<file path="src/rtl/alu_issue_unit_pkg.sv">
// -----------------------------------------------------------------------------
// alu_issue_unit_pkg
//   Shared definitions for the ALU issue stage: the opcodes understood by
//   sixteen_bit_alu and the 2-bit encodings of the issue FSM.
//   No ports; import with "import alu_issue_unit_pkg::*;".
// -----------------------------------------------------------------------------
package alu_issue_unit_pkg;

   // ALU opcodes, passed unchanged onto ALUCtrl
   localparam logic [3:0] ALU_SUB = 4'h0;
   localparam logic [3:0] ALU_ADD = 4'h1;
   localparam logic [3:0] ALU_OR  = 4'h2;
   localparam logic [3:0] ALU_AND = 4'h3;
   localparam logic [3:0] ALU_DEC = 4'h4;
   localparam logic [3:0] ALU_INC = 4'h5;
   localparam logic [3:0] ALU_INV = 4'h6;
   localparam logic [3:0] ALU_SLA = 4'h7;
   localparam logic [3:0] ALU_SRA = 4'h8;
   localparam logic [3:0] ALU_SLL = 4'h9;
   localparam logic [3:0] ALU_SRL = 4'hA;
   localparam logic [3:0] ALU_SLE = 4'hB;

   // Issue FSM encodings
   localparam logic [1:0] ST_IDLE = 2'd0;
   localparam logic [1:0] ST_READ = 2'd1;
   localparam logic [1:0] ST_EXEC = 2'd2;
   localparam logic [1:0] ST_WB   = 2'd3;

endpackage

</file>
<file path="src/rtl/alu_issue_unit_regfile.sv">
// -----------------------------------------------------------------------------
// alu_regfile
//   NREGS x WIDTH register file with two asynchronous operand read ports, an
//   asynchronous debug read port and one synchronous write port. R0 is
//   hardwired to zero: it is cleared by reset and never written.
// Ports
//   clk, rst            clock, asynchronous active-high reset
//   we_i/waddr_i/wdata_i write port (write to address 0 is dropped)
//   raddr_a_i/rdata_a_o  operand A read port
//   raddr_b_i/rdata_b_o  operand B read port
//   raddr_dbg_i/rdata_dbg_o debug read port
// -----------------------------------------------------------------------------
module alu_regfile #(
   parameter int unsigned WIDTH  = 16,
   parameter int unsigned NREGS  = 8,
   parameter int unsigned REG_AW = 3
) (
   input  logic              clk,
   input  logic              rst,
   input  logic              we_i,
   input  logic [REG_AW-1:0] waddr_i,
   input  logic [WIDTH-1:0]  wdata_i,
   input  logic [REG_AW-1:0] raddr_a_i,
   output logic [WIDTH-1:0]  rdata_a_o,
   input  logic [REG_AW-1:0] raddr_b_i,
   output logic [WIDTH-1:0]  rdata_b_o,
   input  logic [REG_AW-1:0] raddr_dbg_i,
   output logic [WIDTH-1:0]  rdata_dbg_o
);

   logic [WIDTH-1:0] mem_q [NREGS];

   // mem_q[0] is only ever touched by reset, so it always reads as zero
   always_ff @(posedge clk or posedge rst) begin
      if (rst) begin
         for (int i = 0; i < NREGS; i++) begin
            mem_q[i] <= '0;
         end
      end else if (we_i && (waddr_i != '0)) begin
         mem_q[waddr_i] <= wdata_i;
      end
   end

   assign rdata_a_o   = mem_q[raddr_a_i];
   assign rdata_b_o   = mem_q[raddr_b_i];
   assign rdata_dbg_o = mem_q[raddr_dbg_i];

endmodule

</file>
<file path="src/rtl/alu_issue_unit.sv">
// -----------------------------------------------------------------------------
// alu_issue_unit
//   Issue stage in front of the combinational sixteen_bit_alu. Accepts one
//   register-form instruction at a time (IDLE -> READ -> EXEC -> WB), reads
//   operands from the internal register file, drives A/B/ALUCtrl, captures the
//   ALU result in EXEC and writes it back / publishes it in WB.
// Ports
//   clk, rst                  clock, asynchronous active-high reset
//   instr_valid/instr_ready   instruction handshake (ready only in IDLE)
//   instr_op/rd/rs/rt         opcode and register fields
//   A, B, ALUCtrl             registered ALU operands and opcode
//   S, Overflow, Zero         ALU outputs
//   res_valid/res_data/res_rd one-cycle result pulse, last result and target
//   sticky_ovf, clr_flags     sticky overflow flag and its synchronous clear
//   dbg_addr/dbg_data         combinational register file peek
// -----------------------------------------------------------------------------
module alu_issue_unit
   import alu_issue_unit_pkg::*;
#(
   parameter int unsigned WIDTH  = 16,
   parameter int unsigned NREGS  = 8,
   parameter int unsigned REG_AW = 3
) (
   input  logic              clk,
   input  logic              rst,
   input  logic              instr_valid,
   output logic              instr_ready,
   input  logic [3:0]        instr_op,
   input  logic [REG_AW-1:0] instr_rd,
   input  logic [REG_AW-1:0] instr_rs,
   input  logic [REG_AW-1:0] instr_rt,
   output logic [WIDTH-1:0]  A,
   output logic [WIDTH-1:0]  B,
   output logic [3:0]        ALUCtrl,
   input  logic [WIDTH-1:0]  S,
   input  logic              Overflow,
   input  logic              Zero,
   output logic              res_valid,
   output logic [WIDTH-1:0]  res_data,
   output logic [REG_AW-1:0] res_rd,
   output logic              sticky_ovf,
   input  logic              clr_flags,
   input  logic [REG_AW-1:0] dbg_addr,
   output logic [WIDTH-1:0]  dbg_data
);

   logic [1:0]        state_q, state_d;
   logic [3:0]        op_q;
   logic [REG_AW-1:0] rd_q, rs_q, rt_q;
   logic [WIDTH-1:0]  a_q, b_q;
   logic [3:0]        ctrl_q;
   logic [WIDTH-1:0]  s_hold_q;
   logic              ovf_hold_q, zero_hold_q;
   logic              res_valid_q;
   logic [WIDTH-1:0]  res_data_q;
   logic [REG_AW-1:0] res_rd_q;
   logic              sticky_q, sticky_d;

   logic              accept;
   logic              wb_we;
   logic [WIDTH-1:0]  rf_rdata_a, rf_rdata_b;

   assign instr_ready = (state_q == ST_IDLE);
   assign accept      = instr_valid && instr_ready;
   assign wb_we       = (state_q == ST_WB);

   alu_regfile #(
      .WIDTH  (WIDTH),
      .NREGS  (NREGS),
      .REG_AW (REG_AW)
   ) u_regfile (
      .clk         (clk),
      .rst         (rst),
      .we_i        (wb_we),
      .waddr_i     (rd_q),
      .wdata_i     (s_hold_q),
      .raddr_a_i   (rs_q),
      .rdata_a_o   (rf_rdata_a),
      .raddr_b_i   (rt_q),
      .rdata_b_o   (rf_rdata_b),
      .raddr_dbg_i (dbg_addr),
      .rdata_dbg_o (dbg_data)
   );

   always_comb begin
      state_d = state_q;
      case (state_q)
         ST_IDLE: if (accept) state_d = ST_READ;
         ST_READ: state_d = ST_EXEC;
         ST_EXEC: state_d = ST_WB;
         ST_WB:   state_d = ST_IDLE;
         default: state_d = ST_IDLE;
      endcase
   end

   // An overflowing writeback beats a coincident clear
   always_comb begin
      sticky_d = sticky_q;
      if (clr_flags) sticky_d = 1'b0;
      if (wb_we && ovf_hold_q) sticky_d = 1'b1;
   end

   always_ff @(posedge clk or posedge rst) begin
      if (rst) begin
         state_q     <= ST_IDLE;
         op_q        <= '0;
         rd_q        <= '0;
         rs_q        <= '0;
         rt_q        <= '0;
         a_q         <= '0;
         b_q         <= '0;
         ctrl_q      <= '0;
         s_hold_q    <= '0;
         ovf_hold_q  <= 1'b0;
         zero_hold_q <= 1'b0;
         res_valid_q <= 1'b0;
         res_data_q  <= '0;
         res_rd_q    <= '0;
         sticky_q    <= 1'b0;
      end else begin
         state_q     <= state_d;
         sticky_q    <= sticky_d;
         res_valid_q <= wb_we;
         if (accept) begin
            op_q <= instr_op;
            rd_q <= instr_rd;
            rs_q <= instr_rs;
            rt_q <= instr_rt;
         end
         if (state_q == ST_READ) begin
            a_q    <= rf_rdata_a;
            b_q    <= rf_rdata_b;
            ctrl_q <= op_q;
         end
         if (state_q == ST_EXEC) begin
            s_hold_q    <= S;
            ovf_hold_q  <= Overflow;
            zero_hold_q <= Zero;
         end
         // res_data shows the ALU result even when the R0 write is dropped
         if (wb_we) begin
            res_data_q <= s_hold_q;
            res_rd_q   <= rd_q;
         end
      end
   end

   // Zero is held for completeness only; nothing downstream consumes it
   logic unused_zero_hold;
   assign unused_zero_hold = zero_hold_q;

   assign A          = a_q;
   assign B          = b_q;
   assign ALUCtrl    = ctrl_q;
   assign res_valid  = res_valid_q;
   assign res_data   = res_data_q;
   assign res_rd     = res_rd_q;
   assign sticky_ovf = sticky_q;

endmodule

</file>
<file path="config.mk">
export PLATFORM = sky130hd
export DESIGN_NAME = alu_issue_unit
export DESIGN_NICKNAME = d
export VERILOG_FILES = /design/src/rtl/alu_issue_unit_pkg.sv /design/src/rtl/alu_issue_unit_regfile.sv /design/src/rtl/alu_issue_unit.sv
export SDC_FILE = /design/constraint.sdc
export NUM_CORES = 1
export LEC_CHECK = 0
export CORE_MARGIN = 2
export CORE_UTILIZATION = 56
export CTS_CLUSTER_DIAMETER = 100
export CTS_CLUSTER_SIZE = 8
export DETAILED_ROUTE_END_ITERATION = 12
export PLACE_DENSITY = 0.89
export SLEW_MARGIN = 20
export SYNTH_ARGS = -nofsm -noshare
export SYNTH_HDL_FRONTEND = slang
export SYNTH_HIERARCHICAL = 1
export SYNTH_SLANG_ARGS = --single-unit
</file>
<file path="constraint.sdc">
create_clock -name clk -period 10.5 [get_ports clk]
set_clock_uncertainty 0.2 [all_clocks]
set_input_delay 2.625 -clock clk [delete_from_list [all_inputs] [get_ports clk]]
set_output_delay 2.625 -clock clk [all_outputs]
set_load 0.005 [all_outputs]
</file>
Word-level counts from Yosys, hierarchy flattened:

Cells that the tools add are included.
W data, S select, Z words.

* bits of input ports: 38
* register bits after elaboration: 217
* word-level logic and storage cells: 58
* output and inout bits: 74

* reductions and logical operators: 7
* equality and inequality tests: 4
* mux-type cells: 16
* order comparisons: 5
* bitwise operators: 4

Operators with widths (count)
* $bmux W16 S3: 3
* $bwmux W128: 1
* $mux W16: 7
* $demux W16 S3: 1
* $ge A4 B4 Y1 const B: 4
* $not A3 Y4: 4
* $pmux W2 S4: 1
* $eq A2 B2 Y1 const B: 2
* $logic_and A1 B1 Y1: 4
* $lt A4 B1 Y1 const B: 1
* $reduce_bool A3 Y1: 1
* $eq A2 B1 Y1 const B: 1
* $logic_not A2 Y1: 1
* $mux W1: 2
* $mux W2: 1
* $ne A2 B1 Y1 const B: 1
* $reduce_bool A2 Y1: 1

Logic depth before layout (Yosys ltp):

* depth after elaboration: 6
* depth in mapped cells: 6
* depth with buffers taken out: 4

By module:

The synthesis kept the hierarchy.

Modules (own cells, without submodules)
* alu_regfile: seq. area each 3203.1 µm², cells an instance 452, times used 1, area an instance 7872.6 µm²
* alu_issue_unit: seq. area each 2227.1 µm², cells an instance 199, times used 1, area an instance 3410.8 µm²

Worst setup path before layout:

Ideal clock, no wire load.

* path type: input to output
* from: input port dbg_addr[2]
* to: output port dbg_data[11]
* setup slack: 4.002 ns
* arrival: 3.673 ns
* stages: 4
* cells stage by stage: buf_6 > buf_8 > mux4_1 > mux2_2

* cells in the longest elaborated chain, start to end: 4

Ends and longest elaborated chain
* start: declaration: RTL line alu_issue_unit.sv:43 `input logic [REG_AW-1:0] dbg_addr,`
* $not A3 Y4 (implied by the code): RTL line alu_issue_unit_regfile.sv:46 `assign rdata_dbg_o = mem_q[raddr_dbg_i];`
* $bmux W16 S3: RTL line alu_issue_unit_regfile.sv:46
* $mux W16 (implied by the code) (2 in series): RTL line alu_issue_unit_regfile.sv:46
* end: declaration: RTL line alu_issue_unit.sv:44 `output logic [WIDTH-1:0] dbg_data`

Every way passes these cells. The select of a mux whose other input is x is not followed.

Worst setup path after layout:

* from: input port dbg_addr[2]
* to: output port dbg_data[12]

Same word-level chain as after synthesis.

==> impl_metrics.toml <==
[outcome]
status = "finished clean"

[finish]
fillCellCount = 1274
drive_above_1_share_pct = 44.7
finalNonFillerCells = 999
nNetsFinal = 774
syn2layout_area_growth_pct = 16.0
antenna_cells = 0

[place]
portBuffers = 110
dp_cells = 964
dpl.hpwl_mm = 15.8
place_congestion = 0.789

[synth]
ys_seq_area_share_pct = 48.1
synth_ff_type = "dfrtp_1"
yosysMostFrequentCell = "dfrtp_1"
synth_area_leaders = "dfrtp_1 48%, mux2_2 20%, mux4_2 11%"
synth_top_area_cell = "dfrtp_1"
synth_top_family_by_area = "multiplexers"
yosysUniqueCellTypes = 26
syn_nets = 693
synth_seq_cells = 217
synth_top_area_share_pct = 48.1
synth_xor_area_share_pct = 0
synth_compound_area_share_pct = 0.0887
synth.avg_cell_area_um2 = 17.3
synth_edf_count = 0
synth-simple-area-share_pct = 1.24
async_flop_share_pct = 100
synth_warnings = 6
synth_mux_area_share_pct = 45.3
synth_area_mm2 = 0.0113
synth_common_cells = "217 x dfrtp_1, 205 x mux2_2, 57 x mux4_2"
synth_cells = 651
synth_fa_ha_area_share_pct = 0.444

[min_path]
min-delay-start = "u_regfile/mem_q[120]$_DFFE_PP0P_"
hp-class = "register to register"

[floorplanning]
core.rowCount = 51
boundaryPins = 112
die_x_um = 146
start_util_pct = 57.6
die-area_mm2 = 0.0213
die_y_um = 146
core-area_mm2 = 0.0196

[timing]
finalMaxSlewViolations = 0
fmax_mhz = 131
worst_pin_slew_ps = 1130
rsz0062_at_grt = "false"
finalCritPeriodShare_pct = 72.6
slew_headroom_pct = 24.4
finalSetupTns_ps = 0
finalSetupViolations = 0
hold_viol_final = 0
fin_crit_ps = 7620

[clock_tree]
hold_buffers = 0
cts.clk_slew.worst_paths_ps = 50
postCtsSetupBuffers = 0
clkLatencyLatePin_ps = 540
cts_tree = "built"
h-tree-depth = 1
clockRootBuffer = "clkbuf_16"
cts_sinks = 217
cts_buffers = 31
cts_resized = 0
cts_buffer_depth = 3

[critical_path]
crit_arrival_ps = 4790
path_max_fanout = 32
required_ps = 7680
cp-startpoint = "dbg_addr[2]"
crit_path_start_kind = "input pin"
worstSetupPathType = "input pin to output pin"
timing.rr.start = "state_q[1]$_DFFE_PP0P_"
r2r_setup_slack_ps = 7520
crit_path_end_kind = "output pin"

[power_and_ir_drop]
power.switching_mw = 1.38
total_leakage_power_nw = 5.68
power_density_mw_per_mm2 = 327
p_int_mw = 2.90
power_frac_clock_pct = 19.8
irDropWorstVdd_mv = 0.234
seq_power_share_pct = 40.0
p_sw_share_pct = 32.2
combPwrFrac_pct = 40.2

[route]
wirelength_mm = 25.8
drt-vias-per-instance = 6.51
initialDrtViolationCount = 517
antenna_left = 0
wl_per_cell_um = 25.9
drt_first_pass_iters = 5
drc_errors = 0
via_count = 6503

[global_route]
grt_pass1_vias = 7350
track_usage_pct = 25.2
grt_max_degree = 89
grt_pass1_wl_mm = 42.0
antenna_found_initial = 0
grt_overflow_total = 0

[job]
drv_cap = 0
logic make-up after synthesis:
family,count (synthesis)
compound gates,2
fa+ha+maj,4
buf+inv,74
flops,217
mux,342
simple gates,12
flip-flops by register name, summed over array words and instances (netlist names), 3 cells and up:
register / cells
u_regfile/mem_q: 128
A: 16
B: 16
res_data: 16
s_hold_q: 16
ALUCtrl: 4
op_q: 4
rd_q: 3
res_rd: 3
rs_q: 3
rt_q: 3
layout make-up:
cell class	instances	area [µm²]	share of cell area [%]
clock buffer	33	783	5.99
clock inverter	2	17.5	0.134
multi-input combinational	360	5350	40.9
sequential	217	5430	41.5
tap	265	332	2.53
timing repair buffer	117	1150	8.77
inverter	5	23.8	0.182
critical path, cell delays in order:
cell and delay [ps]:
buf_2 730, mux4_1 660, mux2_2 270, clkdlybuf4s50_1 480
routing by layer:
metal,vias up,track usage [%],routed length (µm)
li1,2688,-,-
met1,3461,32.0,9940
met2,292,43.1,13400
met3,62,5.27,1780
met4,0,9.26,736
met5,-,0,0
power groups by stage:
stage / sequential [mW] / clock (mW) / combinational, mW
final: 1.71 / 0.848 / 1.72
after global routing: 1.77 / 0.905 / 1.83
after CTS: 1.70 / 0.862 / 1.74
after detailed placement: 1.70 / 0 / 1.71
after global placement: 1.64 / 0 / 1.65
after floorplan: 1.45 / 0 / 1.37
per-stage QoR:
step / power (mW) / area, µm² / util, % / setup WS [ps] / hold slack (ps)
after global placement: 3.29 / 12300 / 62.7 / 2880 / 190
final: 4.28 / 13100 / 66.8 / 2880 / 214
after floorplan: 2.82 / 11300 / - / 4000 / 246
after detailed placement: 3.41 / 12300 / 62.7 / 2870 / 203
after CTS: 4.30 / 13100 / 66.8 / 2860 / 215
after global routing: 4.51 / 13100 / 66.8 / 2760 / 230
layout by cell type, fill, tap and decap left out, types with 3 or more instances in the layout:
cell type | netlist | routed
clkbuf_16 | 0 | 31
inv_1 | 5 | 3
mux2_1 | 31 | 31
nand4b_4 | 3 | 3
dfrtp_1 | 217 | 215
buf_4 | 6 | 6
mux2_2 | 205 | 205
mux4_1 | 38 | 38
mux4_2 | 57 | 57
clkdlybuf4s50_1 | 0 | 108
mux2_4 | 10 | 10
worst paths after layout:
path | to | depth (start not counted)
max in group asynchronous | u_regfile/mem_q[27]$_DFFE_PP0P_ | 3
min in group asynchronous | A[14]$_DFFE_PP0N_ | 2
hold / removal | u_regfile/mem_q[120]$_DFFE_PP0P_ | 0
setup / recovery | dbg_data[12] | 4
setup reg to reg | u_regfile/mem_q[58]$_DFFE_PP0P_ | 3
hold reg to reg | u_regfile/mem_q[120]$_DFFE_PP0P_ | 0
No activity file was read; power rests on OpenSTA's default activity.
